**config.mk**
```make
export PLATFORM = sky130hd
export DESIGN_NAME = change_dispenser
export DESIGN_NICKNAME = d
export VERILOG_FILES = /design/src/rtl/change_dispenser.sv
export SDC_FILE = /design/constraint.sdc
export NUM_CORES = 1
export LEC_CHECK = 0
export ABC_AREA = 0
export BUFFER_PORTS_ARGS = -buffer_cell sky130_fd_sc_hd__buf_2
export CAP_MARGIN = 15
export CORE_MARGIN = 2
export CORE_UTILIZATION = 42
export CTS_CLUSTER_DIAMETER = 120
export DETAILED_ROUTE_END_ITERATION = 10
export PLACE_DENSITY_LB_ADDON = 0.3
export SKIP_LAST_GASP = 1
export SLEW_MARGIN = 40
export SYNTH_ARGS = -nofsm -noshare
export SYNTH_HDL_FRONTEND = slang
export SYNTH_SLANG_ARGS = --single-unit
```
**constraint.sdc**
```tcl
create_clock -name clock -period 2.5 [get_ports clock]
set_input_delay 0 -clock clock [delete_from_list [all_inputs] [get_ports clock]]
set_output_delay 0 -clock clock [all_outputs]
set_load 0.005 [all_outputs]
```
**src/rtl/change_dispenser.sv**
```systemverilog
// Change dispenser: pays a nickel-unit refund one coin per cycle, dimes first.
// Optional `PRECHECK_EN: refuse up front any refund the inventory cannot fully cover.
module change_dispenser #(
    parameter int AMT_W        = 4,
    parameter int CNT_W        = 4,
    parameter int INIT_NICKELS = 8,
    parameter int INIT_DIMES   = 8
) (
    input  logic             clock,
    input  logic             reset,
    input  logic             req,
    input  logic [AMT_W-1:0] amount,
    input  logic             load_nickel,
    input  logic             load_dime,
    output logic [1:0]       coin,
    output logic             busy,
    output logic             done,
    output logic             short,
    output logic [CNT_W-1:0] nickel_cnt,
    output logic [CNT_W-1:0] dime_cnt
);

    typedef enum logic [1:0] {
        S_IDLE,
        S_PAY,
        S_DONE
    } state_t;

    localparam logic [CNT_W-1:0] CNT_MAX = '1;
    localparam int SW = ((AMT_W > CNT_W) ? AMT_W : CNT_W) + 1;

    state_t           r_state;
    logic [AMT_W-1:0] r_remaining;
    logic [CNT_W-1:0] r_nickels;
    logic [CNT_W-1:0] r_dimes;
    logic [1:0]       r_coin;
    logic             r_done;
    logic             r_short;

    logic             w_give_dime;
    logic             w_give_nickel;
    logic             w_reject;
    logic [CNT_W-1:0] w_nickel_next;
    logic [CNT_W-1:0] w_dime_next;

    assign w_give_dime   = (r_state == S_PAY) &&
                           (r_remaining >= AMT_W'(2)) &&
                           (r_dimes != '0);
    assign w_give_nickel = (r_state == S_PAY) && !w_give_dime &&
                           (r_remaining != '0) &&
                           (r_nickels != '0);

`ifdef PRECHECK_EN
    logic [SW-1:0] w_half;
    logic [SW-1:0] w_dimes_use;
    logic [SW-1:0] w_need;

    // Nickels needed after the greedy dime phase, from pre-edge inventory
    assign w_half      = SW'(amount >> 1);
    assign w_dimes_use = (SW'(r_dimes) < w_half) ? SW'(r_dimes) : w_half;
    assign w_need      = SW'(amount) - (w_dimes_use << 1);
    assign w_reject    = w_need > SW'(r_nickels);
`else
    assign w_reject    = 1'b0;
`endif

    // Load and dispense of the same coin in one cycle cancel out
    always_comb begin
        w_nickel_next = r_nickels;
        if (w_give_nickel && !load_nickel)
            w_nickel_next = r_nickels - CNT_W'(1);
        else if (load_nickel && !w_give_nickel && r_nickels != CNT_MAX)
            w_nickel_next = r_nickels + CNT_W'(1);
    end

    always_comb begin
        w_dime_next = r_dimes;
        if (w_give_dime && !load_dime)
            w_dime_next = r_dimes - CNT_W'(1);
        else if (load_dime && !w_give_dime && r_dimes != CNT_MAX)
            w_dime_next = r_dimes + CNT_W'(1);
    end

    always_ff @(posedge clock or negedge reset) begin
        if (!reset) begin
            r_state     <= S_IDLE;
            r_remaining <= '0;
            r_nickels   <= CNT_W'(INIT_NICKELS);
            r_dimes     <= CNT_W'(INIT_DIMES);
            r_coin      <= 2'b00;
            r_done      <= 1'b0;
            r_short     <= 1'b0;
        end else begin
            r_nickels <= w_nickel_next;
            r_dimes   <= w_dime_next;
            unique case (r_state)
                S_IDLE: begin
                    r_coin  <= 2'b00;
                    r_done  <= 1'b0;
                    r_short <= 1'b0;
                    if (req) begin
                        r_remaining <= amount;
                        if (w_reject) begin
                            r_state <= S_DONE;
                            r_done  <= 1'b1;
                            r_short <= 1'b1;
                        end else begin
                            r_state <= S_PAY;
                        end
                    end
                end
                S_PAY: begin
                    if (w_give_dime) begin
                        r_coin      <= 2'b10;
                        r_remaining <= r_remaining - AMT_W'(2);
                    end else if (w_give_nickel) begin
                        r_coin      <= 2'b01;
                        r_remaining <= r_remaining - AMT_W'(1);
                    end else begin
                        r_coin  <= 2'b00;
                        r_state <= S_DONE;
                        r_done  <= 1'b1;
                        r_short <= (r_remaining != '0);
                    end
                end
                S_DONE: begin
                    r_coin  <= 2'b00;
                    r_done  <= 1'b0;
                    r_short <= 1'b0;
                    r_state <= S_IDLE;
                end
                default: begin
                    r_coin  <= 2'b00;
                    r_done  <= 1'b0;
                    r_short <= 1'b0;
                    r_state <= S_IDLE;
                end
            endcase
        end
    end

    assign coin       = r_coin;
    assign busy       = (r_state != S_IDLE);
    assign done       = r_done;
    assign short      = r_short;
    assign nickel_cnt = r_nickels;
    assign dime_cnt   = r_dimes;

endmodule
```
# Word level (Yosys, flattened, before mapping)
# Cells that the tools add are included.
# word_totals
ramBits	0
latchBits	0
elab_cells	68
reg_bits	18
romBits	0
input_bits	9
memories	0
out_inout_bits	13
# op_classes
n_addsub	6
bitwise_logic	0
n_reduce_logical	26
n_lt_le_gt_ge	1
n_eq_ne	7
shifts	0
div	0
muxes	21
n_mul	0
# ops
operator	n
two-way mux 4 bit	7
nonzero test 4 bit	3
subtractor 4 x 1 -> 4 bit (second input constant)	3
logical AND 1 bit	11
two-way mux 2 bit	5
adder 4 x 1 -> 4 bit (second input constant)	2
!= test 4 bit (second input constant)	2
one-hot mux 4 bit (2 select lines)	1
nonzero test 2 bit	4
two-way mux 1 bit	7
!= test 2 bit (second input constant)	3
AND reduction 3 bit	2
greater-or-equal comparator 4 x 2 -> 1 bit (second input constant)	1
logical NOT 1 bit	4
one-hot mux 2 bit (2 select lines)	1
subtractor 4 x 2 -> 4 bit (second input constant)	1
!= test 3 bit (second input constant)	1
equality test 2 x 1 -> 1 bit (second input constant)	1
logical NOT 2 bit	1
AND reduction 2 bit	1

# Depth between registers and ports, before layout
# Gate-level depths: netlist of run 1.
# logic_depth
ltp_word	12
mapped_depth	14
ltp_nobuf	13

# Worst setup path after synthesis of run 1
# Ideal clock, no wire load.
# synth_path
path_type	register to register
start	register r_state[1]
end	register r_dimes[3], in the netlist dime_cnt[3]
setup_time_ns	0.086
synth_period_minus_slack_ns	2.436
stages_incl_launch_ff	14
t_required_ns	2.414
n_path_buf	2
arrival_time_ns	2.350
path_slack_ns	0.064
cell_sequence	dfrtp_1 > nand2b_4 > buf_6 > or3_1 > buf_6 > clkinv_8 > nand2b_4 > inv_1 > ha_1 > a21o_1 > a21oi_1 > nor3b_1 > a31o_1 > a21oi_2
# synth_between
elab_chain_len	7
elab_cells_between_ends	9
cone_classes	eq/ne: 1; mux: 1; reduce/logical: 7
# synth_rtl
item	line	text
from (decl)	32	state_t r_state;
from (signal assigned)	86	r_state <= S_IDLE;
from (signal assigned)	104	r_state <= S_DONE;
from (signal assigned)	108	r_state <= S_PAY;
equality test 2 x 1 -> 1 bit (*)	46	assign w_give_dime = (r_state == S_PAY) &&
logical AND 1 bit (*)	46	
logical AND 1 bit (*)	47	(r_remaining >= AMT_W'(2)) &&
logical NOT 1 bit	80	else if (load_dime && !w_give_dime && r_dimes != CNT_MAX)
logical AND 1 bit (2 in a row)	80	
nonzero test 2 bit (no source line)	-	
to (signal assigned)	89	r_dimes <= CNT_W'(INIT_DIMES);
to (signal assigned)	95	r_dimes <= w_dime_next;
to (decl)	35	logic [CNT_W-1:0] r_dimes;
# Mark *: on every way between the ends. The rest lies on a longest branch, timed or not.
# A chain may end at the register's enable or synchronous reset.

# Worst setup path in the final report of run 1
# layout_path
start	register r_remaining[1]
end	register r_dimes[3], in the netlist dime_cnt[3]
# layout_between
elab_chain_len	7
elab_cells_between_ends	9
cone_classes	order compare: 1; mux: 1; reduce/logical: 7
# layout_rtl
item	line	text
from (decl)	33	logic [AMT_W-1:0] r_remaining;
from (signal assigned)	102	r_remaining <= amount;
from (signal assigned)	115	r_remaining <= r_remaining - AMT_W'(2);
from (signal assigned)	118	r_remaining <= r_remaining - AMT_W'(1);
greater-or-equal comparator 4 x 2 -> 1 bit (*)	47	
logical AND 1 bit (*)	46	
logical AND 1 bit (*)	47	
logical NOT 1 bit	80	
logical AND 1 bit (2 in a row)	80	
nonzero test 2 bit (no source line)	-	
# Marks and branches as above.

==> impl_metrics.json, run 1 <==
{
  "crit_path_start_kind": "flip-flop",
  "core-area_mm2": 0.00273,
  "ctsRootBufferMaster": "clkbuf_4",
  "cts-htree-levels": 1,
  "vias": 1006,
  "finalHoldViolCount": 0,
  "crit_required_ps": 2730,
  "synthArstFlopShare_pct": 100,
  "synth-seq-cells": 18,
  "grt_max_degree": 19,
  "slew_violations": 0,
  "rsz0062_at_grt": "yes",
  "critical-path-top-delay-family": "simple AND/OR/NAND/NOR gates",
  "dieHeight_um": 57.5,
  "clk_pin_slew_ps": 100,
  "setup_violations": 0,
  "skew_ps": 7.39,
  "antenna_cells": 0,
  "drc": 0,
  "drtAntennaViolNets": 0,
  "final_cells": 195,
  "syn_nets": 141,
  "insertion_delay_ps": 290,
  "ios": 22,
  "grt.total_usage_pct": 16.2,
  "drive_gt1_share_pct": 39.6,
  "die_w_um": 57.5,
  "synth.distinct_cells": 44,
  "tightest_slew_ps": 399,
  "dr.pass1.iters": 3,
  "multi_input_area_um2": 711,
  "viasPerCell": 5.16,
  "outcome": "finished, final reports clean",
  "reg2reg_depth": 12,
  "overflow": 0,
  "critPathBufInv": 2,
  "syn_avg_cell_area_um2": 9.71,
  "fin_nets": 182,
  "gp_congestion": 0.836,
  "synthTopCellsByArea": "dfrtp_1, ha_1, dfstp_2",
  "worst-path-max-fanout": 4,
  "grt_pass1_wl_um": 4170,
  "yosys_warnings": 0,
  "yosys.area.top_type": "dfrtp_1",
  "register_area_um2": 453,
  "nFillCells": 257,
  "drt-initial-drc-count": 9,
  "max_slew_margin_pct": 73.4,
  "arrival_ps": 2660,
  "yosys.area.top_type_share_pct": 33.3,
  "path_common_cell": "ha_1",
  "antenna_found_initial": 0,
  "path_depth": 12,
  "cts_sinks": 18,
  "syn_inst": 124,
  "cts_buffers": 3,
  "die_area_mm2": 0.00331,
  "drt_wl_total_um": 2540,
  "synth_area_mm2": 0.00120,
  "cts_tree": "yes",
  "avgRoutedWirePerCell_um": 13.0,
  "initial_utilization_pct": 44.0,
  "final_cell_mix": "buf_2, buf_4, dfrtp_1, nor2_1, nand2_1",
  "path_class": "flip-flop to flip-flop",
  "timing.final.crit_share_pct": 97.1,
  "drv_cap": 0,
  "hold_class": "primary input to flip-flop",
  "rows": 19,
  "numPortBuffers": 21,
  "cts_buffer_depth": 2,
  "dp_hpwl_um": 1950,
  "final_common_cell": "buf_2",
  "synth-edff-count": 0,
  "fmax_mhz": 412,
  "worstPathCellList": "ha_1 > nor4_4 > or3_4 > clkinv_8 > nand2b_4 > inv_1 > ha_1 > a21o_1 > a21oi_1 > nor3b_2 > a31o_1 > a21oi_2",
  "crit_slowest_cell": "dfrtp_1",
  "ys.flop_type": "dfrtp_1",
  "period_minus_slack_ps": 2430,
  "ys_seq_area_share_pct": 37.6,
  "setup.worst_path.end_class": "flip-flop",
  "hold_path_depth": 2,
  "dp_cells": 189,
  "syn_to_final_growth_pct": 27.8,
  "grt_pass1_vias": 957,
  "max_stage_delay_ps": 450
}
==> layer usage <==
layer	vias up	share of wire, %	GRT usage, %
met5	-	0	0
met4	0	1.1	3.99
met3	2	3.8	4.31
met2	17	48	26.3
met1	464	47	21.7
li1	523	-	-
==> registers in the layout, summed over array words and instances (netlist names) <==
signal / cells
r_state: 2
dime_cnt: 4
short: 1
done: 1
coin: 2
nickel_cnt: 4
r_remaining: 4
==> repair_timing <==
item / CTS / global route
gates resized for setup: 3 / 4
hold buffers: 2 / 0
endpoints found under the setup margin: 1 / 2
endpoints found under the hold margin: 19 / 0
buffers inserted: 0 / 0
==> area by class of cell <==
| type | instances | area share [%] |
|---|---|---|
| Clock buffer | 4 | 2.36 |
| Inverter | 9 | 3.01 |
| Timing Repair Buffer | 40 | 16.4 |
| Multi-Input combinational cell | 93 | 46.2 |
| Tap cell | 31 | 2.52 |
| Sequential cell | 18 | 29.5 |
==> path summary, 6_finish.rpt <==
path	startpoint	endpoint	slack, ps
worst min-delay path	load_nickel	nickel_cnt[1]$_DFFE_PN0P_	30
worst max-delay path	r_remaining[1]$_DFFE_PN0P_	dime_cnt[3]$_DFFE_PN1P_	70
min in group asynchronous	reset	r_remaining[0]$_DFFE_PN0P_	150
worst min register to register	r_remaining[0]$_DFFE_PN0P_	r_remaining[0]$_DFFE_PN0P_	510
worst max register to register	r_remaining[1]$_DFFE_PN0P_	dime_cnt[3]$_DFFE_PN1P_	70
max in group asynchronous	reset	nickel_cnt[3]$_DFFE_PN1P_	2030
==> synthesized netlist by cell type (2+ instances only) <==
master,number
o22ai_1,2
dfstp_2,2
nand3_1,3
a21o_1,2
nand4_1,3
ha_1,7
buf_6,2
o211ai_1,2
xnor2_1,2
nand2_1,10
nand2b_4,2
nor4_1,3
dfrtp_1,16
nor2_1,12
a21oi_1,8
mux2i_1,3
xor2_1,3
buf_2,2
a211oi_1,2
o21ai_0,5
inv_1,8
nor3_1,3
==> worst reg2reg max path, stage by stage, from the launching register on <==
cell      delay, ps
dfrtp_1         450
ha_1            230
nor4_4           50
or3_4           370
clkinv_8         60
nand2b_4         60
inv_1            80
ha_1            220
a21o_1          180
a21oi_1         210
nor3b_2         250
a31o_1          140
a21oi_2          50
==> stage by stage <==
stage / cell area (um^2) / utilization (%) / worst slack, ps / hold WS, ps / setup TNS (ps)
after CTS: 1520 / 55.5 / 73.3 / 17.7 / 0
after detailed placement: 1440 / 52.8 / -49.3 / -51.9 / -49.3
after global routing: 1540 / 56.2 / -78.4 / 42.4 / -78.4
final: 1540 / 56.2 / 73.5 / 30.9 / 0
after global placement: 1440 / 52.8 / 43.9 / -46.9 / 0
after floorplan: 1200 / - / 64.2 / -296 / 0
==> cells by family (layout without fill, tap and decap cells) <==
family / count (synthesis) / after routing / share of synthesized area [%]
flip-flops: 18 / 18 / 37.6
multiplexers: 4 / 4 / 3.74
AO/OA/AOI/OAI: 32 / 32 / 18.9
adder cells (fa/ha/maj): 8 / 8 / 8.94
buffers and inverters: 13 / 53 / 6.55
XOR/XNOR: 5 / 5 / 3.64
AND/OR/NAND/NOR: 44 / 44 / 20.6
Power of run 1 is not shown: default switching activity piles up to over one toggle a cycle in this logic, so the estimate is an artifact.
==> run 2: changes to the inputs <==
Settings changed: CORE_UTILIZATION 42 to 40, TNS_END_PERCENT set to 5.
==> impl_metrics.json, run 2 (synthesis gave the netlist of run 1 again) <==
{
  "tightest_slew_ps": 412,
  "grt.total_usage_pct": 17.2,
  "vias": 1038,
  "die_area_mm2": 0.00346,
  "grt_pass1_vias": 1017,
  "setup.worst_path.end_class": "flip-flop",
  "slew_violations": 0,
  "drive_gt1_share_pct": 40.5,
  "hold_class": "primary input to flip-flop",
  "cts-htree-levels": 1,
  "final_common_cell": "buf_2",
  "syn_to_final_growth_pct": 27.2,
  "final_cell_mix": "buf_2, buf_4, dfrtp_1, nor2_1, nand2_1",
  "grt_max_degree": 19,
  "rows": 19,
  "ctsRootBufferMaster": "clkbuf_4",
  "setup_violations": 0,
  "drtAntennaViolNets": 0,
  "postLayoutCoreUtil_pct": 54.6,
  "worst-path-max-fanout": 3,
  "dp_hpwl_um": 2040,
  "cts_buffer_depth": 2,
  "viasPerCell": 5.35,
  "antenna_found_initial": 0,
  "fmax_mhz": 427,
  "max_slew_margin_pct": 72.3,
  "layout_setup_ws_ps": 158,
  "grt_pass1_wl_um": 4540,
  "numPortBuffers": 21,
  "rsz0062_at_grt": "yes",
  "drt_wl_total_um": 2690,
  "dr.pass1.iters": 7,
  "cts_sinks": 18,
  "cts_buffers": 3,
  "violations": "design-rule violations",
  "fin_nets": 181,
  "reg2reg_slack_ps": 160,
  "crit_path_start_kind": "flip-flop",
  "timing.final.crit_share_pct": 93.7,
  "arrival_ps": 2560,
  "avgRoutedWirePerCell_um": 13.8,
  "crit_required_ps": 2720,
  "overflow": 0,
  "timing.hold.ws_ps": 38.7,
  "cts_tree": "yes",
  "ios": 22,
  "postCtsSetupBuffers": 0,
  "path_class": "flip-flop to flip-flop",
  "dp_slack_ps": -83.8,
  "initial_utilization_pct": 42.9,
  "period_minus_slack_ps": 2340,
  "core-area_mm2": 0.00281,
  "die_w_um": 58.9,
  "drt-initial-drc-count": 36,
  "drc": 1,
  "gp_congestion": 0.863,
  "dieHeight_um": 58.9,
  "clk_pin_slew_ps": 100,
  "skew_ps": 3.91,
  "finalHoldViolCount": 0,
  "antenna_cells": 0,
  "outcome": "finished, violations left",
  "insertion_delay_ps": 290,
  "drv_cap": 0
}
==> run 2: worst paths after layout <==
path	endpoint	depth (start not counted)	startpoint
max	dime_cnt[3]$_DFFE_PN1P_	13	r_remaining[0]$_DFFE_PN0P_
min	r_remaining[3]$_DFFE_PN0P_	3	amount[3]
max reg2reg	dime_cnt[3]$_DFFE_PN1P_	13	r_remaining[0]$_DFFE_PN0P_
min reg2reg	r_remaining[0]$_DFFE_PN0P_	1	r_remaining[0]$_DFFE_PN0P_
max in group asynchronous	nickel_cnt[3]$_DFFE_PN1P_	2	reset
min in group asynchronous	r_remaining[2]$_DFFE_PN0P_	2	reset
==> run 2: through the flow <==
| step | area (um^2) | setup TNS, ps | instances |
|---|---|---|---|
| floorplan | 1200 | 0 | 124 |
| global placement | 1440 | 0 | 188 |
| detailed placement | 1440 | -102 | 188 |
| CTS | 1500 | 0 | 194 |
| global route | 1530 | -27.9 | 194 |
| finish | 1530 | 0 | 194 |
==> run 2: final cells by class <==
cell class / instances / area, um^2
inverter: 9 / 46.3
tap: 31 / 38.8
sequential: 18 / 454
timing repair buffer: 39 / 245
fill: 262 / 1270
clock buffer: 4 / 36.3
multi-input combinational: 93 / 711
==> run 2: what timing repair did <==
action | CTS | global route
endpoints found under the setup margin | 2 | 2
hold buffers | 2 | 0
hold endpoints to repair | 19 | 0
resized for setup | 2 | 7
==> run 2: worst max-delay path, stage by stage (launching register included) <==
cell	delay [ps]
dfrtp_1	400
inv_1	80
ha_2	210
nor4_4	40
or3_4	370
clkinv_8	60
nand2b_4	50
inv_1	70
ha_1	230
a21o_1	190
a21oi_2	160
nor3b_2	220
a31o_1	140
a21oi_2	50
==> run 2: layer usage <==
metal  track usage (%)  vias to the layer above  wire, um
li1                  -                      519         -
met3              4.62                        0       107
met5                 0                        -         0
met2              30.2                       23      1340
met4              3.25                        0         0
met1              21.4                      496      1240
Power of run 2 is left out for the same reason.
==> run 3: changes to the inputs <==
Settings changed: GPL_TIMING_DRIVEN set to 0.
==> impl_metrics.json, run 3 (synthesis gave the netlist of run 1 again) <==
{
  "dp_cells": 175,
  "grt_pass1_wl_um": 4240,
  "fin_nets": 179,
  "rows": 19,
  "drt-initial-drc-count": 38,
  "drt_wl_total_um": 2880,
  "dieHeight_um": 58.9,
  "cts-htree-levels": 1,
  "hold_class": "primary input to flip-flop",
  "drive_gt1_share_pct": 44.1,
  "outcome": "finished, violations left",
  "initial_utilization_pct": 42.9,
  "cts_sinks": 18,
  "drv_cap": 0,
  "skew_ps": 9.27,
  "cts_buffers": 3,
  "dr.pass1.iters": 7,
  "core-area_mm2": 0.00281,
  "ctsRootBufferMaster": "clkbuf_4",
  "grt.total_usage_pct": 16.2,
  "avgRoutedWirePerCell_um": 15.0,
  "max_stage_delay_ps": 430,
  "critPathBufInv": 4,
  "tightest_slew_ps": 522,
  "setup.worst_path.end_class": "flip-flop",
  "overflow": 0,
  "violations": "design-rule violations",
  "period_minus_slack_ps": 2460,
  "timing.final.crit_share_pct": 98.5,
  "min_from": "amount[3]",
  "max_slew_margin_pct": 64.9,
  "viasPerCell": 5.59,
  "final_common_cell": "buf_2",
  "finalHoldViolCount": 0,
  "grt_pass1_vias": 938,
  "antenna_cells": 0,
  "final_cells": 192,
  "antenna_found_initial": 0,
  "insertion_delay_ps": 300,
  "path_class": "flip-flop to flip-flop",
  "fmax_mhz": 406,
  "critical-path-top-delay-family": "simple AND/OR/NAND/NOR gates",
  "drc": 1,
  "numPortBuffers": 20,
  "clk_pin_slew_ps": 110,
  "cts_tree": "yes",
  "final_cell_mix": "buf_2, dfrtp_1, nor2_1, nand2_1, buf_4",
  "drtAntennaViolNets": 0,
  "vias": 1074,
  "dp_hpwl_um": 1800,
  "startpoint": "r_remaining[0]$_DFFE_PN0P_",
  "cts_buffer_depth": 2,
  "grt_max_degree": 19,
  "rsz0062_at_grt": "yes",
  "worst-path-max-fanout": 5,
  "gp_congestion": 0.893,
  "syn_to_final_growth_pct": 33.7,
  "setup_violations": 0,
  "slew_violations": 0,
  "die_area_mm2": 0.00346,
  "crit_path_start_kind": "flip-flop",
  "arrival_ps": 2700,
  "crit_slowest_cell": "dfrtp_1",
  "timing.rr.start": "r_remaining[0]$_DFFE_PN0P_",
  "die_w_um": 58.9,
  "ios": 22,
  "crit_required_ps": 2740,
  "worstPathCellList": "inv_2 > ha_4 > nor4_4 > or3_4 > buf_12 > clkinv_8 > nand2b_4 > inv_2 > ha_4 > a21o_1 > a21oi_2 > nor3b_4 > a31o_1 > a21oi_2"
}
[run 3: per-layer routing]
layer  track usage [%]  wire [um]
met5                 0          0
met4              6.82         45
met3              1.98         99
met2              27.1       1490
met1              21.1       1250
[run 3: tightest hold or removal path, delay by kind of cell]
family / cells / cell delay, ps
AOI/OAI and AO/OA: 2 / 210
buffers and inverters: 1 / 80
[run 3: path summary, 6_finish.rpt]
path,end,slack (ps),cells past startpoint
max,dime_cnt[3]$_DFFE_PN1P_,40,14
min,r_remaining[3]$_DFFE_PN0P_,20,3
max reg2reg,dime_cnt[3]$_DFFE_PN1P_,40,14
min reg2reg,done$_DFFE_PN0P_,530,2
max in group asynchronous,dime_cnt[3]$_DFFE_PN1P_,2020,2
min in group asynchronous,r_remaining[2]$_DFFE_PN0P_,140,2
[run 3: layout make-up]
cell class	instances	area, um^2
repair buffers	33	220
clock buffers	4	36.3
fillers	246	1200
multi-input cells	93	772
flip-flops and latches	18	454
well taps	31	38.8
plain buffers	4	41.3
inverters	9	46.3
[run 3: metrics by stage]
step / TNS, ps / hold slack (ps) / area (um^2) / setup slack [ps] / utilization, %
final: 0 / 18.6 / 1610 / 38.1 / 57.4
after global routing: -50.6 / 56.0 / 1610 / -50.6 / 57.4
after CTS: -69.1 / 15.7 / 1420 / -69.1 / 50.7
after detailed placement: -219 / -43.3 / 1340 / -193 / 47.9
after global placement: -139 / -51.0 / 1340 / -139 / 47.9
after floorplan: 0 / -296 / 1200 / 64.2 / -
[run 3: repair_timing]
| action | in CTS | in global routing |
|---|---|---|
| endpoints found under the setup margin | 2 | 3 |
| pin swaps | 0 | 7 |
| endpoints found under the hold margin | 19 | 0 |
| gates cloned | 0 | 1 |
| buffers inserted | 0 | 10 |
| gates resized for setup | 4 | 18 |
| hold buffers | 2 | 0 |
Power of run 3 is left out for the same reason.
